File: config.mk
export PLATFORM = sky130hd
export DESIGN_NAME = ac1_ctrl
export DESIGN_NICKNAME = d
export VERILOG_FILES = /design/src/rtl/ac1_ctrl_pkg.sv /design/src/rtl/ctrl_wrap_cnt.sv /design/src/rtl/ac1_ctrl.sv
export SDC_FILE = /design/constraint.sdc
export NUM_CORES = 1
export LEC_CHECK = 0
export BUFFER_PORTS_ARGS = -buffer_cell sky130_fd_sc_hd__buf_2
export CAP_MARGIN = 10
export CORE_MARGIN = 10
export CORE_UTILIZATION = 35
export CTS_CLUSTER_SIZE = 24
export DETAILED_ROUTE_END_ITERATION = 7
export GPL_TIMING_DRIVEN = 1
export PLACE_DENSITY = 0.59
export RECOVER_POWER = 50
export SKIP_LAST_GASP = 1
export SYNTH_ARGS = -nofsm -noshare
export SYNTH_HDL_FRONTEND = slang
export SYNTH_SLANG_ARGS = --single-unit
File: constraint.sdc
create_clock -name clk -period 1.8 [get_ports clk]
set_input_delay 0.36 -clock clk [delete_from_list [all_inputs] [get_ports clk]]
set_output_delay 0.36 -clock clk [all_outputs]
set_load 0.01 [all_outputs]
File: src/rtl/ac1_ctrl_pkg.sv
// Shared types and helpers for the first-level accumulator sequencer.
// Holds the FSM state enum, index-width helpers and the result-width rule.
package ac1_ctrl_pkg;

    typedef enum logic {
        IDLE = 1'b0,
        RUN  = 1'b1
    } state_t;

    // Index width for a count of n, never narrower than one bit.
    function automatic int idx_w(input int n);
        return (n <= 2) ? 1 : $clog2(n);
    endfunction

    // Width of the activation-serial accumulator result.
    function automatic int ac1_width(input int m, input int pa);
        return $clog2(m) + pa;
    endfunction

endpackage

File: src/rtl/ctrl_wrap_cnt.sv
// Modulo-N counter with enable and synchronous active-low clear.
// Ports: clk, clr_n, en in; count, at_end (comb), wrap (registered) out.
module ctrl_wrap_cnt
    import ac1_ctrl_pkg::*;
#(
    parameter int N = 8,
    parameter int W = idx_w(N)
) (
    input  logic         clk,
    input  logic         clr_n,
    input  logic         en,
    output logic [W-1:0] count,
    output logic         at_end,
    output logic         wrap
);

    localparam logic [W-1:0] LAST = W'(N - 1);

    // High on the enabled cycle that rolls the count back to zero.
    assign at_end = en && (count == LAST);

    always_ff @(posedge clk) begin
        if (!clr_n) begin
            count <= '0;
            wrap  <= 1'b0;
        end else begin
            wrap <= at_end;
            if (at_end) begin
                count <= '0;
            end else if (en) begin
                count <= count + 1'b1;
            end
        end
    end

endmodule

File: src/rtl/ac1_ctrl.sv
// Sequencer for the activation-serial accumulator of the SMAC datapath.
// Ports: clk, rst_n, start, in_valid in; busy, w_and_s, cl_en, act_idx,
// w_idx, ac1_valid, ac2_first, ac2_last, done out.
module ac1_ctrl
    import ac1_ctrl_pkg::*;
#(
    parameter int M  = 16,
    parameter int Pa = 8,
    parameter int Pw = 4
) (
    input  logic                 clk,
    input  logic                 rst_n,
    input  logic                 start,
    input  logic                 in_valid,
    output logic                 busy,
    output logic                 w_and_s,
    output logic                 cl_en,
    output logic [idx_w(Pa)-1:0] act_idx,
    output logic [idx_w(Pw)-1:0] w_idx,
    output logic                 ac1_valid,
    output logic                 ac2_first,
    output logic                 ac2_last,
    output logic                 done
);

    localparam int AW    = idx_w(Pa);
    localparam int WW    = idx_w(Pw);
    localparam int RES_W = ac1_width(M, Pa);

    if (Pa < 2 || Pw < 1 || RES_W <= Pa) begin : g_bad_cfg
        $error("ac1_ctrl: need Pa>=2, Pw>=1, M>=2");
    end

    state_t state_q;
    state_t state_d;
    logic   capture;
    logic   act_end;
    logic   op_end;
    logic   act_wrap;
    logic   op_wrap;
    logic   first_q;

    assign capture = (state_q == RUN) && in_valid;

    ctrl_wrap_cnt #(
        .N (Pa),
        .W (AW)
    ) u_act_cnt (
        .clk    (clk),
        .clr_n  (rst_n),
        .en     (capture),
        .count  (act_idx),
        .at_end (act_end),
        .wrap   (act_wrap)
    );

    // Weight plane advances on each activation wrap; its own wrap
    // marks the final capture of the operation.
    ctrl_wrap_cnt #(
        .N (Pw),
        .W (WW)
    ) u_w_cnt (
        .clk    (clk),
        .clr_n  (rst_n),
        .en     (act_end),
        .count  (w_idx),
        .at_end (op_end),
        .wrap   (op_wrap)
    );

    always_ff @(posedge clk) begin
        if (!rst_n) begin
            state_q <= IDLE;
            first_q <= 1'b0;
        end else begin
            state_q <= state_d;
            first_q <= act_end && (w_idx == '0);
        end
    end

    always_comb begin
        state_d = state_q;
        busy    = 1'b0;
        w_and_s = 1'b0;
        cl_en   = 1'b0;
        unique case (state_q)
            IDLE: begin
                if (start) begin
                    state_d = RUN;
                end
            end
            RUN: begin
                busy    = 1'b1;
                w_and_s = in_valid;
                // First bit of a pass loads rather than accumulates.
                cl_en   = in_valid && (act_idx == '0);
                if (op_end) begin
                    state_d = IDLE;
                end
            end
            default: state_d = IDLE;
        endcase
    end

    assign ac1_valid = act_wrap;
    assign ac2_first = first_q;
    assign ac2_last  = op_wrap;
    assign done      = op_wrap;

endmodule

==> impl_metrics.env <==
export IMPL_status="finished clean"
export IMPL_cts_buffer_depth=2
export IMPL_fin_crit_ns=1.537
export IMPL_drt_wirelength_per_cell_um=11.74
export IMPL_dp_cells=70
export IMPL_syn_cell_area_um2=457.9
export IMPL_skew_ns=0.004758
export IMPL_synthTopCellsByCount="dfxtp_1, ha_1, inv_1"
export IMPL_arrival_ns=1.18
export IMPL_ys_warn_count=0
export IMPL_die_x_um=56.17
export IMPL_grt_pass1_wl_mm=1.380
export IMPL_cp_start_kind="flip-flop"
export IMPL_synth_top_flop_cell="dfxtp_1"
export IMPL_drt_iter0_drc=5
export IMPL_highest_layer="met4"
export IMPL_num_nets_final=70
export IMPL_crit_fanout=11
export IMPL_peakVddDrop_mv=0.3977
export IMPL_avgViaCountPerCell=4.838
export IMPL_io_buffers=15
export IMPL_hold_worst_slack_ns=0.4077
export IMPL_fin_util_pct=46.26
export IMPL_diodes=0
export IMPL_post_cts_setup_buffers=0
export IMPL_yosysTopAreaCell="dfxtp_1"
export IMPL_antenna_found_initial=0
export IMPL_cts_hold_buffers=0
export IMPL_yosysSeqAreaShare_pct=39.34
export IMPL_ys_ff_latch=9
export IMPL_hold_viol=0
export IMPL_cts_resized_gates=0
export IMPL_nFillCells=129
export IMPL_regArea_um2=180.2
export IMPL_drive_gt1_share_pct=16.67
export IMPL_area_growth_pct=18.31
export IMPL_cts_tree="yes"
export IMPL_stdcell_count=74
export IMPL_grt_use_total_pct=5.495
export IMPL_routed_wl_um=869
export IMPL_endpoint_kind="primary output"
export IMPL_grt_overflow_total=0
export IMPL_die_h_um=56.17
export IMPL_synth_distinct_cells=20
export IMPL_hold_path_class="in -> reg"
export IMPL_slew_headroom_pct=82.37
export IMPL_cts_root_buf="clkbuf_4"
export IMPL_synth_avg_cell_area_um2=10.41
export IMPL_row_count=12
export IMPL_wl_met3_um=96
export IMPL_slew_violations=0
export IMPL_maxCapViolCount=0
export IMPL_coreArea_mm2=0.001171
export IMPL_grt_setup_unrepaired="no"
export IMPL_clk_pin_slew_ns=0.06
export IMPL_firstDrtPassIters=4
export IMPL_htree_levels=1
export IMPL_synthDominantCellAreaShare_pct=39.34
export IMPL_cts_buffers=3
export IMPL_hpwl_um=695.7
export IMPL_cpPeakStageDelay_ns=0.47
export IMPL_wl_met1_um=390
export IMPL_io_pins=16
export IMPL_clk_latency_ns=0.25
export IMPL_synth_edf_count=0
export IMPL_yosysMostFrequentCell="dfxtp_1"
export IMPL_worstPathCellList="and2_2 -> and3b_1 -> buf_2"
export IMPL_cp_required_ns=1.44
export IMPL_fmax_mhz=650.7
export IMPL_finalWeightedCongestion=0.6789
export IMPL_p_per_area_mw_per_mm2=707.6
export IMPL_grt_pass1_vias=314
export IMPL_cts_sinks=9
export IMPL_drc_errors=0
export IMPL_power_w=0.0003833
export IMPL_start_util_pct=39.10
export IMPL_die_area_mm2=0.003155
export IMPL_fin_setup_tns_ns=0
export IMPL_met2WireLength_um=373
export IMPL_synth_area_top_cells="dfxtp_1, ha_1, a21boi_0"
export IMPL_period_share_pct=85.38
export IMPL_grt_max_degree=12
export IMPL_synthCells=44
export IMPL_via_count=358
export IMPL_critPathKind="reg -> out"
export IMPL_setup_viol=0
export IMPL_worst_slew_pin_slew_ns=0.2641
export IMPL_multi_input_area_um2=239.0
export IMPL_cp_slowest_cell="dfxtp_1"
export IMPL_synth_nets=53
export IMPL_async_flop_share_pct=0
export IMPL_leakagePower_nw=0.2495
export IMPL_postRouteAntennaNets=0
[cell families (layout without fill, tap and decap cells)]
kind of cell               Yosys count  count (layout)  share of synthesized area [%]
AOI/OAI and AO/OA                    8               8                          12.84
adders and majority gates            5               5                          13.66
buffers and inverters                7              23                          8.468
DFF                                  9               9                          39.34
muxes                                2               2                          4.372
and+or+nand+nor                     13              13                          21.32
[metrics by stage]
step,area [um^2],setup slack [ns]
floorplan,457.9,0.5067
CTS,553.0,0.2526
detailed placement,526.8,0.4649
global placement,526.8,0.4729
global route,541.8,0.1715
finish,541.8,0.2632
[worst max-delay path, delay by kind of cell (launching register included)]
kind / cells / cell delay, ns
buffers and inverters: 1 / 0.12
AND/OR/NAND/NOR: 2 / 0.33
flip-flops: 1 / 0.47
[area by class of cell]
type	instances	area share, %
Timing Repair Buffer	15	11.78
Clock buffer	4	4.850
Tap cell	14	3.233
Sequential cell	9	33.26
Multi-Input combinational cell	28	44.11
Inverter	4	2.771
[path summary, 6_finish.rpt]
| kind | start | end | slack [ns] | cells after the start |
|---|---|---|---|---|
| worst max register to register | u_act_cnt.count[0]$_SDFFE_PP0P_ | u_w_cnt.count[1]$_SDFFE_PP0P_ | 0.50 | 4 |
| worst min-delay path | in_valid | state_q$_SDFF_PN0_ | 0.41 | 2 |
| worst max-delay path | state_q$_SDFF_PN0_ | cl_en | 0.26 | 3 |
| worst min register to register | u_w_cnt.count[1]$_SDFFE_PP0P_ | u_w_cnt.count[1]$_SDFFE_PP0P_ | 0.50 | 2 |
[power by group]
| group | internal (W) | leakage [nW] | total (W) | switching [W] |
|---|---|---|---|---|
| Combinational | 0.0000132 | 0.162 | 0.0000277 | 0.0000144 |
| Sequential | 0.000203 | 0.0730 | 0.000208 | 0.00000536 |
| Clock | 0.0000849 | 0.0150 | 0.000148 | 0.0000626 |
[routing by layer]
metal	global-route usage, %	vias up
met2	8.031	11
met4	2.048	0
met5	0	-
met3	5.239	2
li1	-	186
met1	5.270	159
[registers in the layout, summed over array words and instances, names as in the netlist]
signal and count:
u_act_cnt.count 3, u_w_cnt.wrap 1, state_q 1, ac2_first 1
u_act_cnt.wrap 1, u_w_cnt.count 2
[cells in the final DEF, fill, tap and decap left out]
master	instances
a21boi_0	3
a41oi_1	1
and2_1	1
and2_2	1
and3_1	3
and3b_1	1
and4b_1	2
and4bb_1	1
buf_2	6
clkbuf_1	10
clkbuf_4	3
dfxtp_1	9
ha_1	5
inv_1	4
mux2i_1	2
nand2_1	2
nand3b_1	1
o21a_1	3
o21ai_0	1
or3b_1	1
(Power assumes the default switching activity.)
